[src/rtl/regfile_pkg.sv]
// regfile_pkg: shared FSM encoding and sizing constants for regfile_reader
package regfile_pkg;
    localparam int ADDR_W      = 2;
    localparam int BURST_BEATS = 4;
    localparam logic [1:0] IDLE   = 2'd0;
    localparam logic [1:0] SETTLE = 2'd1;
    localparam logic [1:0] SEND   = 2'd2;
    typedef logic [ADDR_W-1:0] addr_t;
endpackage

[src/rtl/rd_parity.sv]
// rd_parity: even parity (XOR-reduce) of a data word
module rd_parity #(
    parameter int DATA_W = 8
) (
    input  logic [DATA_W-1:0] data,
    output logic              parity
);
    assign parity = ^data;
endmodule

[src/rtl/regfile_reader.sv]
// regfile_reader: single/4-beat burst reader driving a register file mux.
// Define REGFILE_READER_PARITY_EN to add the registered out_parity output.
module regfile_reader
    import regfile_pkg::*;
#(
    parameter int DATA_W = 8,
    parameter int NREGS  = 4
) (
    input  logic              clk,
    input  logic              reset,
    input  logic              req,
    input  logic [1:0]        req_addr,
    input  logic              req_burst,
    output logic              req_ready,
    output logic [1:0]        sel,
    input  logic [DATA_W-1:0] rd_data,
    output logic [DATA_W-1:0] out_data,
    output logic              out_valid,
    output logic              out_last,
    input  logic              out_ready
`ifdef REGFILE_READER_PARITY_EN
    ,
    output logic              out_parity
`endif
);
    logic [1:0] state;
    addr_t      addr;
    addr_t      cnt;
    addr_t      next_addr;

    assign next_addr = (addr == ADDR_W'(NREGS - 1)) ? '0 : addr + 1'b1;
    assign req_ready = state == IDLE;
    assign sel       = addr;
    assign out_valid = state == SEND;
    assign out_last  = out_valid && cnt == '0;

    always_ff @(posedge clk) begin
        if (reset) begin
            state    <= IDLE;
            addr     <= '0;
            cnt      <= '0;
            out_data <= '0;
        end else begin
            case (state)
                IDLE: if (req) begin
                    addr  <= req_addr;
                    cnt   <= req_burst ? ADDR_W'(BURST_BEATS - 1) : '0;
                    state <= SETTLE;
                end
                SETTLE: begin
                    out_data <= rd_data;
                    state    <= SEND;
                end
                SEND: if (out_ready) begin
                    if (cnt == '0) begin
                        state <= IDLE;
                    end else begin
                        addr  <= next_addr;
                        cnt   <= cnt - 1'b1;
                        state <= SETTLE;
                    end
                end
                default: state <= IDLE;
            endcase
        end
    end

`ifdef REGFILE_READER_PARITY_EN
    logic rd_par;

    rd_parity #(.DATA_W(DATA_W)) u_par (.data(rd_data), .parity(rd_par));

    // Captured alongside out_data so it holds under the same stall rules
    always_ff @(posedge clk) begin
        if (reset)
            out_parity <= 1'b0;
        else if (state == SETTLE)
            out_parity <= rd_par;
    end
`endif
endmodule

[config.mk]
export PLATFORM = sky130hd
export DESIGN_NAME = regfile_reader
export DESIGN_NICKNAME = d
export VERILOG_FILES = /design/src/rtl/regfile_pkg.sv /design/src/rtl/rd_parity.sv /design/src/rtl/regfile_reader.sv
export SDC_FILE = /design/constraint.sdc
export NUM_CORES = 1
export LEC_CHECK = 0
export BUFFER_PORTS_ARGS = -buffer_cell sky130_fd_sc_hd__buf_4
export CAP_MARGIN = 40
export CORE_UTILIZATION = 44
export DETAILED_ROUTE_END_ITERATION = 8
export GPL_TIMING_DRIVEN = 1
export PLACE_DENSITY = 0.75
export SYNTH_ARGS = -nofsm -noshare
export SYNTH_HDL_FRONTEND = slang
export SYNTH_SLANG_ARGS = --single-unit
[constraint.sdc]
create_clock -name clk -period 1.53 [get_ports clk]
set_input_delay 0.0765 -clock clk [delete_from_list [all_inputs] [get_ports clk]]
set_output_delay 0.0765 -clock clk [all_outputs]
set_load 0.02 [all_outputs]
## Word level (Yosys, flattened, before mapping)

Index checks and enable logic that the tools add are counted.

- Add/subtract/negate cells: 2
- Equal/unequal tests: 6
- Mux-type cells: 14
- Reduce and logical (&&, ||, !) cells: 6

Operator list:

| operator | number |
|---|---|
| two-way mux 2 bit | 10 |
| one-hot mux 2 bit (2 select lines) | 2 |
| one-hot mux 2 bit (3 select lines) | 1 |
| == test 2 bit (second input constant) | 2 |
| logical NOT 2 bit | 2 |
| inequality test 2 bit (second input constant) | 2 |
| AND reduction 4 bit | 1 |
| adder 2 x 1 -> 2 bit (second input constant) | 1 |
| == test 2 x 1 -> 1 bit (second input constant) | 1 |
| inequality test 2 x 1 -> 1 bit (second input constant) | 1 |
| AND reduction 2 bit | 1 |
| nonzero test 2 bit | 1 |
| subtractor 2 x 1 -> 2 bit (second input constant) | 1 |
| logical AND 1 bit | 1 |
| two-way mux 1 bit | 1 |

- Register bits after elaboration: 14
- Input port bits: 15
- Output and inout bits: 13
- Word-level logic and storage cells: 32

## Logic depth before layout (Yosys ltp)

- Depth in word-level cells: 5
- Mapped depth: 7
- Depth with buffers taken out: 6

## Worst setup path before layout

No wires, ideal clock.

- Kind: reg2reg
- Start point: register state[0]
- End point: register cnt[0]
- Setup time: 0.088 ns
- Data arrival time: 1.235 ns
- Data required time: 1.442 ns
- Setup slack: 0.207 ns
- Stages on the path, launching flop included: 6
- Path buffers: 1
- Clock period less this slack: 1.323 ns
- Cell sequence: dfxtp_1 -> nor2_1 -> a32o_2 -> buf_6 -> a21oi_2 -> a311oi_2

- Longest elaborated chain between the ends: 3
- Elaborated cells between the ends (all ways): 8
- Classes of those cells: eq/ne: 4; mux: 1; reduce/logical: 3

Ends and longest elaborated chain:

| what | RTL line | text |
|---|---|---|
| start: declaration | regfile_reader.sv:26 | `logic [1:0] state;` |
| start signal: assignment | regfile_reader.sv:39 | `state <= IDLE;` |
| start signal: assignment | regfile_reader.sv:48 | `state <= SETTLE;` |
| start signal: assignment | regfile_reader.sv:52 | `state <= SEND;` |
| logical NOT 2 bit * | n/a |  |
| via req_ready | regfile_reader.sv:14 | `output logic req_ready,` |
| inequality test 2 bit (no source line) or nonzero test 2 bit (tied branches) | n/a |  |
| AND reduction 4 bit (no source line) | n/a |  |
| end signal: assignment | regfile_reader.sv:47 | `cnt <= req_burst ? ADDR_W'(BURST_BEATS - 1) : '0;` |
| end signal: assignment | regfile_reader.sv:59 | `cnt <= cnt - 1'b1;` |
| end: declaration | regfile_reader.sv:28 | `addr_t cnt;` |

The timed path passes the listed nets; every way through them passes the cells marked *.
A chain may end at the register's enable or synchronous reset.

## Worst setup path in the final report

- Start point: register cnt[0]
- End point: register cnt[0]

- Longest elaborated chain between the ends: 4
- Elaborated cells between the ends (all ways): 7
- Classes of those cells: add/sub: 1; eq/ne: 1; mux: 3; reduce/logical: 2

Ends and longest elaborated chain:

| what | RTL line | text |
|---|---|---|
| subtractor 2 x 1 -> 2 bit | regfile_reader.sv:59 |  |
| two-way mux 2 bit | regfile_reader.sv:55 | `if (cnt == '0) begin` |
| two-way mux 2 bit | regfile_reader.sv:54 | `SEND: if (out_ready) begin` |
| one-hot mux 2 bit (2 select lines) | regfile_reader.sv:44 | `case (state)` |

Parallel ways exist; a longest one is shown, timed or not. The select of a mux whose other input is x is not followed.

==> impl_metrics.toml <==
[floorplanning]
core_region_area_um2 = 1320
die_x_um = 39.9
die_h_um = 39.9
rows = 13
die_area_um2 = 1590
io_pins = 28
initial_core_util_pct = 48.1

[worst_setup_path]
cp-end-kind = "flop"
r2r-start = "cnt[0]"
reg2reg_depth = 6
crit_arrival_ns = 1.56
cp-endpoint = "cnt[0]"
crit_path_start = "cnt[0]"
path_class = "reg2reg"
regToRegSetupSlack_ns = 0.16
r2r_end = "cnt[0]"
path_max_fanout = 9
cp-start-kind = "flop"
required_ns = 1.72

[sta]
timing.setup.tns_ns = 0
skew_ns = 0.00107
final_max_slew_viol_count = 0
period_minus_slack_ns = 1.37
hold_viol_final = 0
relSlewSlack_pct = 78.5
fin_crit_sh_pct = 89.6
setup_violations = 0
clock.fmax_mhz = 730
setup_slack_ns = 0.159
rsz0062_at_grt = "no"
worstMarginPinSlew_ns = 0.323

[pwr]
p_per_area_nw_per_um2 = 977
ir_worst_vdd_mv = 0.506
total_power_mw = 0.845
leakage_nw = 0.388

[yosys]
muxShareOfSynthArea_pct = 3.16
yosysWarnings = 0
synthSimpleGateAreaFrac_pct = 25.1
synth-compound-area-share_pct = 16.4
synth.net_count = 89
ys_seq_elements = 14
synth_top_family_by_area = "simple AND/OR/NAND/NOR gates"
synth.top_cell.area_share_pct = 44.3
seq_area_frac_synth_pct = 44.3
avgSynthCellArea_um2 = 8.79
synth_top_area_cell = "dfxtp_1"
synth_fa_ha_area_share_pct = 3.95
yosys-top-cells-area = "dfxtp_1 44%, nand2_1 10%, a21oi_1 7.1%"
netlist_area_um2 = 633
synth-xor-area-share_pct = 0
synth.distinct_cells = 22
netlist_instances = 72

[cts]
numCtsBuffers = 3
htree_levels = 1
clk_pin_slew_worst_paths_ns = 0.08
cts_tree = "yes"
cts_resized = 0
hold_buffers = 0
worstSkewPairLatency_ns = 0.27
post_cts_buffers = 0
cts_max_path_buffers = 2
clock_sinks = 14
clockRootBuffer = "clkbuf_4"

[global_routing]
grt_usage_pct = 17.1
grt_pass1_vias = 429
grt.busiest_layer = "met2"
met1_usage_pct = 17.8
grt_pass1_wl_mm = 1.75
grt_use_met3_pct = 3.33
antenna_found_initial = 0
met2_usage_pct = 29.8
grt_max_degree = 15
grt.overflow.total = 0

[finish]
final_cell_mix = "28 x buf_4, 17 x nand2_1, 14 x dfxtp_1, 9 x a21oi_1, 4 x nor2_1"
syn2layout_area_growth_pct = 36.6
nets = 117
layout-drive-gt1-share_pct = 39.4
final_common_cell = "buf_4"
utilization_pct = 65.6
fin_cells = 114
n_antenna_cell = 0

[placement]
place_inst = 110
io_buffers = 27
globalplace.congestion = 0.646
dp_slack_ns = 0.171

[route]
final_antenna_net_count = 0
drc = 0
avgViaCountPerCell = 4.70
wirelength_mm = 1.17
first_pass_iters = 2
wl_per_cell_um = 10.3
num_vias = 536
drt-initial-drc-count = 3

[run]
cap_viol_max_count = 0

[outcome]
status = "completed"

[hold_path]
hp-class = "in2reg"
kinds of logic after synthesis:
group	after synthesis
and+or+nand+nor	31
AOI/OAI and AO/OA	15
DFF	14
buffers and inverters	8
muxes	2
adders and majority gates	2
critical path, cell delays in order, from the launching register on:
cell and delay, ns:
dfxtp_1 0.40, inv_1 0.06, ha_1 0.20, inv_1 0.05, a32o_2 0.27, a21oi_2 0.08, a311oi_2 0.23
registers in the layout, indices dropped and copies added (netlist names):
signal    cells
out_data      8
cnt           2
sel           2
state         2
report_power, final:
part           total, mW  switching, mW  internal (mW)
sequential         0.406         0.0181          0.388
combinational      0.182         0.0908         0.0910
clock              0.257          0.112          0.145
total              0.845          0.221          0.624
synth_stat cells:
cell,count
nand2_1,17
dfxtp_1,14
a21oi_1,9
nor2_1,4
clkbuf_1,3
inv_1,3
a211oi_1,2
a21oi_2,2
buf_6,2
ha_1,2
mux2i_1,2
or2b_1,2
a311oi_2,1
a32o_2,1
and2_1,1
and2b_1,1
nand2b_1,1
nand2b_4,1
nand3_1,1
nor2b_1,1
nor2b_4,1
or2_2,1
metrics by stage:
stage	area [µm²]	hold WS (ns)
final	865	0.0441
after global routing	865	0.0332
after CTS	865	0.0353
after detailed placement	828	0.336
after global placement	828	0.331
after floorplan	633	0.144
layer usage:
| layer | up-vias | wire [µm] | share of wire [%] |
|---|---|---|---|
| met3 | 2 | 92 | 7.8 |
| met2 | 20 | 562 | 48 |
| li1 | 290 | - | - |
| met1 | 224 | 506 | 43 |
| met4 | 0 | 12 | 1.0 |
| met5 | - | 0 | 0 |
final cells by class:
cell class | count | area [µm²]
fill | 127 | 453
inverter | 3 | 11.3
sequential | 14 | 280
timing repair buffer | 28 | 210
multi-input combinational | 50 | 308
clock buffer | 4 | 36.3
tap | 15 | 18.8
how the worst min path moves through the flow:
stage                           from     endpoint  slack, ns  cells past startpoint
after floorplan                reset       cnt[0]       0.14                      1
after global placement    rd_data[1]  out_data[1]       0.33                      3
after detailed placement  rd_data[6]  out_data[6]       0.34                      3
after CTS                 rd_data[0]  out_data[0]       0.04                      3
after global routing      rd_data[5]  out_data[5]       0.03                      3
final                     rd_data[0]  out_data[0]       0.04                      3
Power figures use the tool's default switching activity.
